**config.mk**
```make
export PLATFORM = sky130hd
export DESIGN_NAME = fetch_ctrl_flat
export DESIGN_NICKNAME = d
export VERILOG_FILES = /design/src/rtl/fetch_ctrl_pkg.sv /design/src/rtl/fetch_ctrl_if.sv /design/src/rtl/fetch_skid_buf.sv /design/src/rtl/fetch_ctrl.sv /design/src/flat_wrapper.sv
export SDC_FILE = /design/constraint.sdc
export NUM_CORES = 1
export LEC_CHECK = 0
export CORE_ASPECT_RATIO = 1.2
export CORE_UTILIZATION = 47
export CTS_CLUSTER_SIZE = 28
export DETAILED_ROUTE_END_ITERATION = 16
export HOLD_SLACK_MARGIN = 0.03
export PLACE_DENSITY = 0.75
export SLEW_MARGIN = 25
export SYNTH_ARGS = -nofsm -noshare
export SYNTH_HDL_FRONTEND = slang
export SYNTH_SLANG_ARGS = --single-unit
```
**constraint.sdc**
```tcl
create_clock -name clk -period 1.94 [get_ports clk]
set_clock_uncertainty 0.15 [all_clocks]
set_input_delay 0.485 -clock clk [delete_from_list [all_inputs] [get_ports clk]]
set_output_delay 0.485 -clock clk [all_outputs]
set_load 0.02 [all_outputs]
```
**src/rtl/fetch_ctrl_pkg.sv**
```systemverilog
// Shared definitions for the instruction fetch controller: bus widths,
// reset PC default, FSM state encoding and the PC alignment helper.
package fetch_ctrl_pkg;

    localparam int XLEN = 32;
    localparam int ILEN = 32;

    localparam logic [XLEN-1:0] RESET_PC_DEFAULT = 32'h0000_0000;
    localparam logic [XLEN-1:0] PC_STEP          = 32'h0000_0004;
    localparam logic [XLEN-1:0] PC_ALIGN_MASK    = 32'hFFFF_FFFC;

    typedef enum logic [1:0] {
        ST_IDLE = 2'd0,   // after reset, nothing outstanding
        ST_REQ  = 2'd1,   // request outstanding, data will be kept
        ST_HOLD = 2'd2,   // output buffer and skid full, no request
        ST_KILL = 2'd3    // request outstanding, data will be dropped
    } fetch_state_e;

    // Redirect targets are word addresses; low two bits are dropped.
    function automatic logic [XLEN-1:0] align_pc(input logic [XLEN-1:0] pc);
        return pc & PC_ALIGN_MASK;
    endfunction

endpackage

```
**src/rtl/fetch_ctrl_if.sv**
```systemverilog
// Fetch-side bus bundle: instruction-memory request/response and the
// fetch-to-decode handshake. master = fetch controller, slave = environment.
interface fetch_ctrl_if;
    import fetch_ctrl_pkg::*;

    logic            imem_req;
    logic [XLEN-1:0] imem_addr;
    logic            imem_ack;
    logic [ILEN-1:0] imem_rdata;
    logic            if_valid;
    logic [XLEN-1:0] if_pc;
    logic [ILEN-1:0] if_inst;
    logic            id_ready;

    modport master (
        output imem_req, imem_addr, if_valid, if_pc, if_inst,
        input  imem_ack, imem_rdata, id_ready
    );

    modport slave (
        input  imem_req, imem_addr, if_valid, if_pc, if_inst,
        output imem_ack, imem_rdata, id_ready
    );

endinterface

```
**src/rtl/fetch_skid_buf.sv**
```systemverilog
// One-entry output buffer towards decode plus a one-entry skid register
// that absorbs a returning fetch when decode is stalled.
module fetch_skid_buf
    import fetch_ctrl_pkg::*;
(
    input  logic            clk,
    input  logic            rst_n,
    input  logic            clear,
    input  logic            push,
    input  logic [XLEN-1:0] push_pc,
    input  logic [ILEN-1:0] push_inst,
    input  logic            ready,
    output logic            out_valid,
    output logic [XLEN-1:0] out_pc,
    output logic [ILEN-1:0] out_inst,
    output logic            accept
);

    logic            out_valid_r;
    logic [XLEN-1:0] out_pc_r;
    logic [ILEN-1:0] out_inst_r;
    logic            skid_valid_r;
    logic [XLEN-1:0] skid_pc_r;
    logic [ILEN-1:0] skid_inst_r;

    // The output slot can take new data when empty or being consumed now.
    assign accept    = !out_valid_r || ready;
    assign out_valid = out_valid_r;
    assign out_pc    = out_pc_r;
    assign out_inst  = out_inst_r;

    // Buffer/skid update: clear wins, then skid drain, then new push, then consume.
    always_ff @(posedge clk or negedge rst_n) begin
        if (!rst_n) begin
            out_valid_r  <= 1'b0;
            out_pc_r     <= '0;
            out_inst_r   <= '0;
            skid_valid_r <= 1'b0;
            skid_pc_r    <= '0;
            skid_inst_r  <= '0;
        end else if (clear) begin
            out_valid_r  <= 1'b0;
            skid_valid_r <= 1'b0;
        end else if (skid_valid_r) begin
            if (ready) begin
                out_pc_r     <= skid_pc_r;
                out_inst_r   <= skid_inst_r;
                skid_valid_r <= 1'b0;
            end
        end else if (push) begin
            if (accept) begin
                out_valid_r <= 1'b1;
                out_pc_r    <= push_pc;
                out_inst_r  <= push_inst;
            end else begin
                skid_valid_r <= 1'b1;
                skid_pc_r    <= push_pc;
                skid_inst_r  <= push_inst;
            end
        end else if (ready) begin
            out_valid_r <= 1'b0;
        end
    end

endmodule

```
**src/rtl/fetch_ctrl.sv**
```systemverilog
// Instruction fetch controller: sequential PC generation, flush/branch
// redirects, discard of in-flight data after a redirect, and back-pressure
// from decode through the output buffer / skid sub-module.
module fetch_ctrl
    import fetch_ctrl_pkg::*;
#(
    parameter logic [XLEN-1:0] RESET_PC = RESET_PC_DEFAULT
) (
    input  logic            clk,
    input  logic            rst_n,
    input  logic            flush,
    input  logic [XLEN-1:0] flush_pc,
    input  logic            branch,
    input  logic [XLEN-1:0] branch_pc,
    fetch_ctrl_if.master    bus
);

    fetch_state_e    state_r;
    fetch_state_e    state_nx;
    logic            req_r;
    logic            req_nx;
    logic [XLEN-1:0] addr_r;
    logic [XLEN-1:0] addr_nx;
    logic [XLEN-1:0] pend_r;
    logic [XLEN-1:0] pend_nx;

    logic            redirect_s;
    logic [XLEN-1:0] target_s;
    logic            push_s;
    logic            accept_s;

    // Flush outranks branch; the chosen target is word aligned.
    assign redirect_s = flush | branch;
    assign target_s   = align_pc(flush ? flush_pc : branch_pc);

    assign bus.imem_req  = req_r;
    assign bus.imem_addr = addr_r;

    // State and request registers.
    always_ff @(posedge clk or negedge rst_n) begin
        if (!rst_n) begin
            state_r <= ST_IDLE;
            req_r   <= 1'b0;
            addr_r  <= RESET_PC;
            pend_r  <= RESET_PC;
        end else begin
            state_r <= state_nx;
            req_r   <= req_nx;
            addr_r  <= addr_nx;
            pend_r  <= pend_nx;
        end
    end

    // Next-state selection.
    always_comb begin
        state_nx = state_r;
        case (state_r)
            ST_IDLE: state_nx = ST_REQ;
            ST_REQ: begin
                if (redirect_s) begin
                    state_nx = bus.imem_ack ? ST_REQ : ST_KILL;
                end else if (bus.imem_ack) begin
                    state_nx = accept_s ? ST_REQ : ST_HOLD;
                end else begin
                    state_nx = ST_REQ;
                end
            end
            ST_HOLD: begin
                if (redirect_s || bus.id_ready) begin
                    state_nx = ST_REQ;
                end else begin
                    state_nx = ST_HOLD;
                end
            end
            ST_KILL: begin
                if (bus.imem_ack) begin
                    state_nx = ST_REQ;
                end else begin
                    state_nx = ST_KILL;
                end
            end
            default: state_nx = ST_IDLE;
        endcase
    end

    // Request address, pending redirect target and buffer push for the next cycle.
    always_comb begin
        addr_nx = addr_r;
        pend_nx = pend_r;
        push_s  = 1'b0;
        case (state_r)
            ST_IDLE: begin
                if (redirect_s) begin
                    addr_nx = target_s;
                end else begin
                    addr_nx = addr_r;
                end
            end
            ST_REQ: begin
                if (redirect_s) begin
                    if (bus.imem_ack) begin
                        addr_nx = target_s;
                    end else begin
                        pend_nx = target_s;
                    end
                end else if (bus.imem_ack) begin
                    push_s  = 1'b1;
                    addr_nx = addr_r + PC_STEP;
                end else begin
                    push_s  = 1'b0;
                end
            end
            ST_HOLD: begin
                if (redirect_s) begin
                    addr_nx = target_s;
                end else begin
                    addr_nx = addr_r;
                end
            end
            ST_KILL: begin
                if (redirect_s) begin
                    pend_nx = target_s;
                end else begin
                    pend_nx = pend_r;
                end
                if (bus.imem_ack) begin
                    addr_nx = redirect_s ? target_s : pend_r;
                end else begin
                    addr_nx = addr_r;
                end
            end
            default: addr_nx = RESET_PC;
        endcase
        req_nx = (state_nx == ST_REQ) || (state_nx == ST_KILL);
    end

    fetch_skid_buf u_skid (
        .clk       (clk),
        .rst_n     (rst_n),
        .clear     (redirect_s),
        .push      (push_s),
        .push_pc   (addr_r),
        .push_inst (bus.imem_rdata),
        .ready     (bus.id_ready),
        .out_valid (bus.if_valid),
        .out_pc    (bus.if_pc),
        .out_inst  (bus.if_inst),
        .accept    (accept_s)
    );

endmodule

```
**src/flat_wrapper.sv**
```systemverilog
// flat-port wrapper written by rule: the top's interface ports become plain ports
module fetch_ctrl_flat import fetch_ctrl_pkg::*;
#(
    parameter logic [XLEN-1:0] RESET_PC = RESET_PC_DEFAULT
)
  (clk, rst_n, flush, flush_pc, branch, branch_pc, bus_imem_req, bus_imem_addr, bus_if_valid, bus_if_pc, bus_if_inst, bus_imem_ack, bus_imem_rdata, bus_id_ready);
  fetch_ctrl_if bus_i ();
  input  logic clk;
  input  logic rst_n;
  input  logic flush;
  input  logic [XLEN-1:0] flush_pc;
  input  logic branch;
  input  logic [XLEN-1:0] branch_pc;
  output wire logic [$bits(bus_i.imem_req)-1:0] bus_imem_req;
  output wire logic [$bits(bus_i.imem_addr)-1:0] bus_imem_addr;
  output wire logic [$bits(bus_i.if_valid)-1:0] bus_if_valid;
  output wire logic [$bits(bus_i.if_pc)-1:0] bus_if_pc;
  output wire logic [$bits(bus_i.if_inst)-1:0] bus_if_inst;
  input wire logic [$bits(bus_i.imem_ack)-1:0] bus_imem_ack;
  input wire logic [$bits(bus_i.imem_rdata)-1:0] bus_imem_rdata;
  input wire logic [$bits(bus_i.id_ready)-1:0] bus_id_ready;
  assign bus_imem_req = bus_i.imem_req;
  assign bus_imem_addr = bus_i.imem_addr;
  assign bus_if_valid = bus_i.if_valid;
  assign bus_if_pc = bus_i.if_pc;
  assign bus_if_inst = bus_i.if_inst;
  assign bus_i.imem_ack = bus_imem_ack;
  assign bus_i.imem_rdata = bus_imem_rdata;
  assign bus_i.id_ready = bus_id_ready;
  fetch_ctrl #(.RESET_PC(RESET_PC)) u_core (.clk(clk), .rst_n(rst_n), .flush(flush), .flush_pc(flush_pc), .branch(branch), .branch_pc(branch_pc), .bus(bus_i));
endmodule
```
==> results.py, run 1 <==
metrics = {
    "outcome": {
        "status": "finished, violations left",
        "violations": "setup timing",
    },
    "power_and_ir_drop": {
        "p_sw_share_pct": 32.2,
        "p_int_mw": 7.79,
        "powerDensity_mw_per_mm2": 831,
        "combPwrFrac_pct": 26.4,
        "ir_worst_vdd_mv": 0.598,
        "clockPowerShare_pct": 30.1,
        "switchingPower_mw": 3.71,
        "pwr-share-seq_pct": 43.5,
        "p_total_mw": 11.5,
        "p_leak_nw": 6.51,
    },
    "synth": {
        "async_reset_ff_share_pct": 100,
        "ys_ff_latch": 196,
        "synthesis.instances": 922,
        "synth_warnings": 0,
        "ys_seq_area_share_pct": 50.5,
        "synth.avg_cell_area_um2": 10.5,
        "synth_nets": 1025,
        "yosys.cell_types.count": 56,
        "syn_area_mm2": 0.00971,
        "ys.flop_type": "dfrtp_1",
        "synth_edf_count": 0,
    },
    "final_layout": {
        "diodes": 0,
        "seq_area_mm2": 0.00492,
        "drive_gt1_share_pct": 25.6,
        "finalNetCount": 1310,
        "syn2layout_area_growth_pct": 42.6,
        "fillCellCount": 1580,
        "fin_cells": 1485,
        "multi_input_area_mm2": 0.00466,
    },
    "sta": {
        "final.setup.worst_slack_ps": -193,
        "worstMarginPinSlew_ps": 494,
        "tns_ps": -8880,
        "setup_violations": 70,
        "hold_violations": 0,
        "period_needed_ps": 2130,
        "slew_headroom_pct": 67.0,
        "maxSlewViolCount": 0,
        "rsz0062_at_grt": "yes",
        "whs_ps": 325,
        "max_clock_freq_mhz": 469,
        "timing.final.crit_share_pct": 110,
    },
    "cts": {
        "htree_levels": 4,
        "cts.sinks": 196,
        "clock_latency_ps": 440,
        "ctsRootBufferMaster": "clkbuf_16",
        "path_clk_slew_ps": 70,
        "cts_buffer_depth": 2,
        "cts_tree": "done",
        "numCtsBuffers": 17,
    },
    "setup_path": {
        "crit_chain": "ha_4 > nand4_1 > or3_4 > or3_4 > o31a_1 > a2bb2oi_1",
        "critical-path-top-delay-family": "simple AND/OR/NAND/NOR gates",
        "cp_num_buf_inv": 0,
        "worstPathArrival_ps": 2300,
        "path_max_fanout": 5,
        "start_kind": "register",
        "crit_path_end_kind": "register",
        "cp.required_ps": 2100,
        "crit_type": "reg -> reg",
        "critPathSlowestCell": "dfrtp_2",
        "max_stage_delay_ps": 400,
        "crit_top_cell": "or3_4",
    },
    "placement": {
        "dp_hpwl_mm": 17.6,
        "dp_slack_ps": -575,
        "portBuffers": 195,
        "dp_cells": 1422,
        "gp_congestion": 0.869,
    },
    "floorplan": {
        "start_util_pct": 47.9,
        "coreArea_mm2": 0.0203,
        "die_y_um": 159,
        "num_rows": 57,
        "io_pins": 200,
        "dieArea_mm2": 0.0212,
        "die_x_um": 133,
    },
    "global_routing": {
        "grt.overflow.total": 0,
        "grt_max_degree": 66,
        "grt_pass1_wl_mm": 41.4,
        "grtUsageTotal_pct": 24.6,
        "antenna_found_initial": 0,
        "grt_pass1_vias": 8032,
    },
    "route": {
        "via_count": 8181,
        "drtAntennaViolNets": 0,
        "drc": 0,
        "viasPerCell": 5.51,
        "drt-pass1-iter-count": 6,
        "drtIter0Drc": 589,
        "drt-total-wl_mm": 26.2,
        "wl_per_cell_um": 17.6,
    },
    "hold_path": {
        "min_path_type": "reg -> reg",
    },
    "flow_run": {
        "maxCapViolations": 0,
    },
}
[cell usage in the layout, fill, tap and decap left out, drive strengths merged, types with 9 or more instances in the layout]
cell           instances
buf                  141
dfrtp                196
clkbuf                32
a22o                  12
clkdlybuf4s15         11
nor3                  10
nand4                 11
a211oi                 9
mux2                  56
nand2                131
mux2i                 94
a21oi                 36
o21ai                136
clkdlybuf4s50         93
nand3                 13
nor2                  35
dlygate4sd2           75
inv                   22
a31oi                 10
[routing by layer]
metal	global-route usage, %	vias to the layer above	routed length (µm)
met4	8.83	0	590
met2	41.1	277	13100
met3	3.92	44	1140
met1	32.4	3981	11300
met5	0	-	0
li1	-	3879	-
[worst reg2reg max path: stages, from the launching register on]
cell and delay (ps):
dfrtp_2 400, ha_4 140, nand4_1 170, or3_4 390
or3_4 380, o31a_1 250, a2bb2oi_1 130
[cell usage after synthesis (12+ instances only)]
| cell type | number | area, µm² |
|---|---|---|
| dfrtp_1 | 196 | 4900 |
| nand2_1 | 131 | 492 |
| clkbuf_1 | 37 | 139 |
| nand3_1 | 13 | 65.1 |
| nor2_1 | 34 | 128 |
| a21oi_1 | 36 | 180 |
| mux2i_1 | 94 | 941 |
| buf_2 | 18 | 90.1 |
| o21ai_0 | 136 | 681 |
| mux2_4 | 54 | 811 |
| inv_1 | 15 | 56.3 |
| a22o_1 | 12 | 105 |
[power by group through the flow]
| stage | combinational (mW) | sequential, mW | clock, mW |
|---|---|---|---|
| 6_report | 3.03 | 5.00 | 3.46 |
| 5_1_grt | 3.28 | 5.07 | 3.68 |
| 4_1_cts | 2.97 | 4.99 | 3.52 |
| 3_5_place_dp | 3.20 | 5.08 | 0 |
| 3_3_place_gp | 3.13 | 5.05 | 0 |
| 2_1_floorplan | 0.981 | 5.57 | 0 |
[metrics by stage]
stage	cell area, µm²	util (%)
finish	13800	68.3
global route	13800	68.3
CTS	13500	66.5
detailed placement	12700	62.9
global placement	12700	62.9
floorplan	9820	-
[path summary, 6_finish.rpt]
path,slack (ps),startpoint,to,cells after the start
max,-190,u_core.bus.imem_addr[2],u_core.bus.imem_addr[30],6
min,330,u_core.u_skid.out_inst[16],u_core.u_skid.out_inst[16],2
max reg2reg,-190,u_core.bus.imem_addr[2],u_core.bus.imem_addr[30],6
min reg2reg,330,u_core.u_skid.out_inst[16],u_core.u_skid.out_inst[16],2
max in group asynchronous,680,rst_n,u_core.bus.imem_addr[6],3
min in group asynchronous,400,rst_n,u_core.u_skid.skid_inst_r[7],2
[area by class of cell]
type,count,share of cell area [%]
Multi-Input combinational cell,642,33.6
Tap cell,265,2.40
Clock buffer,20,3.30
Timing Repair Buffer,335,23.9
Clock inverter,12,0.805
Sequential cell,196,35.5
Inverter,15,0.407
[cell families after synthesis]
logic type                 share of synthesized area [%]
muxes                                               18.3
and+or+nand+nor                                     12.1
DFF                                                 50.5
buffers and inverters                               4.16
AOI/OAI and AO/OA                                   14.8
adders and majority gates                          0.129
[sequential cells by signal (all words and copies together) (netlist names)]
| signal | count |
|---|---|
| u_core.state_r | 2 |
| u_core.u_skid.skid_inst_r | 32 |
| u_core.u_skid.out_inst | 32 |
| u_core.u_skid.out_pc | 32 |
| u_core.u_skid.skid_pc_r | 32 |
| u_core.bus.imem_addr | 32 |
| u_core.u_skid.out_valid | 1 |
| u_core.pend_r | 32 |
| u_core.u_skid.skid_valid_r | 1 |
[timing repair]
| item | 4_1_cts | 5_1_grt |
|---|---|---|
| hold endpoints to repair | 37 | 0 |
| gates cloned | 4 | 4 |
| pin swaps | 4 | 19 |
| endpoints found under the setup margin | 182 | 154 |
| buffers inserted | 7 | 19 |
| gates resized for setup | 164 | 80 |
| hold buffers | 1 | 0 |
Power figures use the tool's default switching activity.
==> run 2: changes to the inputs <==
--- a/config.mk
+++ b/config.mk
@@ -11,5 +11,6 @@
 export DETAILED_ROUTE_END_ITERATION = 16
 export HOLD_SLACK_MARGIN = 0.03
-export PLACE_DENSITY = 0.75
+export PLACE_DENSITY = 0.77
+export SETUP_SLACK_MARGIN = 0.2
 export SLEW_MARGIN = 25
 export SYNTH_ARGS = -nofsm -noshare
==> constraint.sdc (replaced) <==
create_clock -name clk -period 1.94 [get_ports clk]
set_clock_uncertainty 0.15 [all_clocks]
set_input_delay 0.291 -clock clk [delete_from_list [all_inputs] [get_ports clk]]
set_output_delay 0.291 -clock clk [all_outputs]
set_load 0.02 [all_outputs]
==> results.py, run 2 (synthesized netlist as in run 1, its figures left out) <==
metrics = {
    "sta": {
        "max_clock_freq_mhz": 402,
        "worstMarginPinSlew_ps": 508,
        "rsz0062_at_grt": "yes",
        "setup_violations": 148,
        "slew_headroom_pct": 66.1,
        "final.setup.worst_slack_ps": -546,
        "period_needed_ps": 2490,
        "hold_violations": 0,
        "maxSlewViolCount": 0,
        "tns_ps": -17570,
        "timing.final.crit_share_pct": 128,
    },
    "route": {
        "drtIter0Drc": 935,
        "drt-total-wl_mm": 41.1,
        "via_count": 9985,
        "viasPerCell": 6.37,
        "drc": 0,
        "drt-pass1-iter-count": 7,
        "drtAntennaViolNets": 0,
        "wl_per_cell_um": 26.2,
    },
    "global_routing": {
        "antenna_found_initial": 0,
        "grt_pass1_wl_mm": 51.4,
        "grt.overflow.total": 0,
        "grtUsageTotal_pct": 31.3,
        "grt_pass1_vias": 9378,
        "grt_max_degree": 65,
    },
    "setup_path": {
        "worstReg2RegEnd": "u_core.bus.imem_addr[26]",
        "start_kind": "register",
        "r2r_cells": 6,
        "path_max_fanout": 5,
        "crit_path_end_kind": "register",
        "worstPathArrival_ps": 2650,
        "rr_startpoint": "u_core.bus.imem_addr[2]",
        "crit_type": "reg -> reg",
        "cp.required_ps": 2100,
        "ff2ff_setup_slack_ps": -550,
    },
    "cts": {
        "clock_latency_ps": 460,
        "path_clk_slew_ps": 90,
        "ctsRootBufferMaster": "clkbuf_16",
        "htree_levels": 4,
        "numCtsBuffers": 17,
        "cts.sinks": 196,
        "cts_buffer_depth": 2,
        "cts_tree": "done",
    },
    "placement": {
        "dp_hpwl_mm": 17.9,
        "gp_congestion": 0.907,
        "dp_slack_ps": -411,
        "portBuffers": 195,
    },
    "final_layout": {
        "finalNetCount": 1393,
        "drive_gt1_share_pct": 44.0,
        "seq_area_mm2": 0.00492,
        "final_cell_mix": "185 x dfrtp_1, 99 x buf_4, 95 x clkdlybuf4s50_1, 94 x mux2i_1, 72 x o21ai_2",
        "syn2layout_area_growth_pct": 69.6,
        "fillCellCount": 1013,
        "final_common_cell": "dfrtp_1",
        "diodes": 0,
        "multi_input_area_mm2": 0.00568,
    },
    "power_and_ir_drop": {
        "pwr-share-seq_pct": 40.5,
        "combPwrFrac_pct": 31.6,
        "powerDensity_mw_per_mm2": 783,
        "switchingPower_mw": 4.63,
        "p_int_mw": 8.25,
        "p_sw_share_pct": 35.9,
        "p_leak_nw": 7.61,
        "ir_worst_vdd_mv": 0.694,
        "p_total_mw": 12.9,
        "clockPowerShare_pct": 27.9,
    },
    "floorplan": {
        "start_util_pct": 47.9,
        "coreArea_mm2": 0.0203,
        "io_pins": 200,
        "die_y_um": 159,
        "dieArea_mm2": 0.0212,
        "num_rows": 57,
        "die_x_um": 133,
    },
    "outcome": {
        "violations": "setup timing",
        "status": "finished, violations left",
    },
    "flow_run": {
        "maxCapViolations": 0,
    },
    "hold_path": {
        "min_path_type": "in -> async",
    },
}
[run 2: cell types whose count changed in the layout (fill, tap and decap cells not counted), moves of 8 or more]
cell | previous run | this run
nand2_1 | 127 | 70
buf_16 | 4 | 32
o21ai_1 | 13 | 22
buf_6 | 16 | 47
nand2_4 | 0 | 39
buf_12 | 19 | 32
nand2_2 | 4 | 22
buf_8 | 2 | 11
a21oi_4 | 0 | 8
a21oi_1 | 34 | 20
o21ai_0 | 122 | 38
o21ai_2 | 1 | 72
[run 2: repair_timing]
| action | in CTS | in global routing |
|---|---|---|
| pin swaps | 61 | 91 |
| gates cloned | 31 | 8 |
| endpoints found under the setup margin | 254 | 209 |
| hold buffers | 1 | 0 |
| gates resized for setup | 404 | 254 |
| hold endpoints to repair | 131 | 0 |
| buffers inserted | 62 | 23 |
[run 2: layout make-up]
| cell class | count | area share, % |
|---|---|---|
| clock buffers | 18 | 2.67 |
| clock inverters | 14 | 0.844 |
| inverters | 15 | 0.342 |
| multi-input cells | 642 | 34.5 |
| flip-flops and latches | 196 | 29.9 |
| well taps | 265 | 2.01 |
| repair buffers | 418 | 29.7 |
[run 2: metal layers]
layer  vias up  share of wire (%)  wire (µm)  global-route usage (%)
li1       4067                  -          -                       -
met1      4912                 35      14400                    37.0
met2       735                 50      20400                    53.4
met3       271                7.9       3250                    5.73
met4         0                7.6       3130                    18.0
met5         -                  0          0                       0
[run 2: through the flow]
stage               utilization [%]  area [µm²]  instances  hold slack (ps)
floorplan                         -        9920        922             -155
global placement               62.4       12600       1411              112
detailed placement             62.4       12600       1411              117
CTS                            75.7       15300       1537              216
global route                   81.3       16500       1568              222
finish                         81.3       16500       1568              191
[run 2: worst max-delay path, cell delays in order, from the launching register on]
cell and delay, ps:
dfrtp_2 410, ha_4 150, nand4_1 280, or3_4 490, or3_4 380, o31ai_1 320, a21boi_0 170
[run 2: worst max-delay path by stage]
stage                                  startpoint                            to  cells after the start
after global placement                     branch  u_core.u_skid.skid_inst_r[2]                      6
after floorplan           u_core.bus.imem_addr[2]      u_core.bus.imem_addr[30]                      6
after global routing      u_core.bus.imem_addr[2]      u_core.bus.imem_addr[26]                      6
after detailed placement                   branch   u_core.u_skid.skid_pc_r[24]                      6
after CTS                 u_core.bus.imem_addr[2]      u_core.bus.imem_addr[30]                      6
final                     u_core.bus.imem_addr[2]      u_core.bus.imem_addr[26]                      6
[run 2: power groups by stage]
stage	clock, mW	sequential [mW]	combinational (mW)
after floorplan	0	5.57	1.00
after global placement	0	5.07	3.07
after detailed placement	0	5.10	3.14
after CTS	3.51	5.05	3.37
after global routing	3.75	5.27	4.24
final	3.60	5.22	4.07
==> run 3: changes to the inputs <==
clock period = 2.25 ns   (was 1.94 ns; I/O delays follow)
==> results.py, run 3 (synthesized netlist as in run 1, its figures left out) <==
metrics = {
    "setup_path": {
        "start_kind": "register",
        "ff2ff_setup_slack_ps": 160,
        "worstPathArrival_ps": 2250,
        "worstReg2RegEnd": "u_core.bus.imem_addr[30]",
        "crit_path_end_kind": "register",
        "crit_type": "reg -> reg",
        "cp-endpoint": "u_core.bus.imem_addr[30]",
        "rr_startpoint": "u_core.bus.imem_addr[2]",
        "path_max_fanout": 5,
        "cp.required_ps": 2410,
        "worstSetupStartpoint": "u_core.bus.imem_addr[2]",
        "r2r_cells": 6,
    },
    "sta": {
        "max_clock_freq_mhz": 478,
        "rsz0062_at_grt": "yes",
        "period_needed_ps": 2090,
        "worstMarginPinSlew_ps": 501,
        "final.setup.worst_slack_ps": 158,
        "slew_headroom_pct": 66.6,
        "maxSlewViolCount": 0,
        "timing.final.crit_share_pct": 93.0,
        "hold_violations": 0,
        "whs_ps": 211,
        "setup_violations": 0,
    },
    "route": {
        "drt-total-wl_mm": 24.0,
        "drtAntennaViolNets": 0,
        "via_count": 7802,
        "viasPerCell": 5.50,
        "drtIter0Drc": 534,
        "drt-pass1-iter-count": 7,
        "wl_per_cell_um": 16.9,
        "drc": 0,
    },
    "power_and_ir_drop": {
        "pwr-share-seq_pct": 44.7,
        "switchingPower_mw": 3.00,
        "p_sw_share_pct": 30.9,
        "p_leak_nw": 5.91,
        "ir_worst_vdd_mv": 0.546,
        "clockPowerShare_pct": 28.6,
        "combPwrFrac_pct": 26.7,
        "powerDensity_mw_per_mm2": 747,
        "p_int_mw": 6.70,
    },
    "floorplan": {
        "io_pins": 200,
        "start_util_pct": 47.9,
        "die_y_um": 159,
        "coreArea_mm2": 0.0203,
        "dieArea_mm2": 0.0212,
        "die_x_um": 133,
        "num_rows": 57,
    },
    "global_routing": {
        "grtUsageTotal_pct": 23.3,
        "grt_max_degree": 67,
        "grt.overflow.total": 0,
        "grt_pass1_vias": 7536,
        "antenna_found_initial": 0,
        "grt_pass1_wl_mm": 39.3,
    },
    "final_layout": {
        "final_cell_mix": "185 x dfrtp_1, 163 x clkdlybuf4s50_1, 135 x o21ai_0, 131 x nand2_1, 94 x mux2i_1",
        "finalNetCount": 1245,
        "drive_gt1_share_pct": 16.9,
        "utilization_pct": 64.1,
        "syn2layout_area_growth_pct": 33.8,
        "diodes": 0,
        "final_common_cell": "dfrtp_1",
    },
    "placement": {
        "portBuffers": 195,
        "dp_slack_ps": -109,
        "dp_hpwl_mm": 17.1,
        "gp_congestion": 0.895,
    },
    "cts": {
        "cts_buffer_depth": 2,
        "path_clk_slew_ps": 70,
        "cts_tree": "done",
        "ctsRootBufferMaster": "clkbuf_16",
        "cts.sinks": 196,
        "numCtsBuffers": 17,
        "htree_levels": 4,
        "clock_latency_ps": 430,
    },
    "hold_path": {
        "min_path_type": "in -> async",
    },
    "outcome": {
        "status": "finished clean",
    },
    "flow_run": {
        "maxCapViolations": 0,
    },
}
-- run 3: changes by cell type in the layout (fill, tap and decap cells not counted), sizes merged, moves of 4 or more --
cell / previous run / this run
clkinv: 6 / 10
dlygate4sd2: 70 / 23
buf: 230 / 75
inv: 22 / 16
clkbuf: 30 / 20
clkdlybuf4s15: 8 / 0
dlymetal6s2s: 1 / 7
clkdlybuf4s50: 95 / 163
-- run 3: worst min path at each step --
stage	to	from	slack (ps)	cells after the start
floorplan	u_core.bus.imem_addr[0]	rst_n	-110	0
global placement	u_core.pend_r[2]	rst_n	100	1
detailed placement	u_core.bus.imem_addr[2]	rst_n	100	1
CTS	u_core.u_skid.skid_pc_r[9]	rst_n	200	2
global route	u_core.pend_r[2]	rst_n	210	2
finish	u_core.pend_r[2]	rst_n	210	2
-- run 3: final cells by class --
cell class	instances	area, µm²
clock buffers	19	443
clock inverters	12	85.1
fillers	1706	7260
inverters	15	56.3
multi-input cells	642	4490
flip-flops and latches	196	4920
well taps	265	332
repair buffers	270	2670
-- run 3: metal layers --
metal | up-vias | wire length, µm | GRT usage (%) | part of all wire [%]
met5 | - | 0 | 0 | 0
met4 | 0 | 534 | 8.52 | 2.2
met3 | 36 | 1130 | 4.08 | 4.7
met2 | 264 | 11700 | 38.5 | 49
met1 | 3758 | 10600 | 30.7 | 44
li1 | 3744 | - | - | -
-- run 3: what timing repair did --
item | CTS | global route
setup buffers | 4 | 1
endpoints found under the hold margin | 168 | 0
hold buffers | 1 | 0
gates resized for setup | 27 | 16
endpoints found under the setup margin | 29 | 24
gates cloned | 0 | 0
-- run 3: critical path, cell delays in order (launching register included) --
cell and delay (ps):
dfrtp_2 390, ha_4 140, nand4_1 160, or3_4 400, or3_4 370, o31a_1 250
a2bb2oi_1 130
-- run 3: power by group through the flow --
stage / Sequential, mW / Combinational, mW / Clock, mW
after CTS: 4.34 / 2.60 / 2.84
after global placement: 4.38 / 2.56 / 0
after floorplan: 4.80 / 0.831 / 0
after global routing: 4.40 / 2.80 / 2.98
after detailed placement: 4.40 / 2.62 / 0
final: 4.34 / 2.59 / 2.77
-- run 3: per-stage QoR --
step | instance area, µm² | setup TNS [ps] | cells | power [mW]
after floorplan | 9760 | 0 | 922 | 5.63
after global placement | 12400 | -4200 | 1382 | 6.94
after detailed placement | 12400 | -5920 | 1382 | 7.02
after CTS | 12900 | 0 | 1418 | 9.78
after global routing | 13000 | 0 | 1419 | 10.2
final | 13000 | 0 | 1419 | 9.70
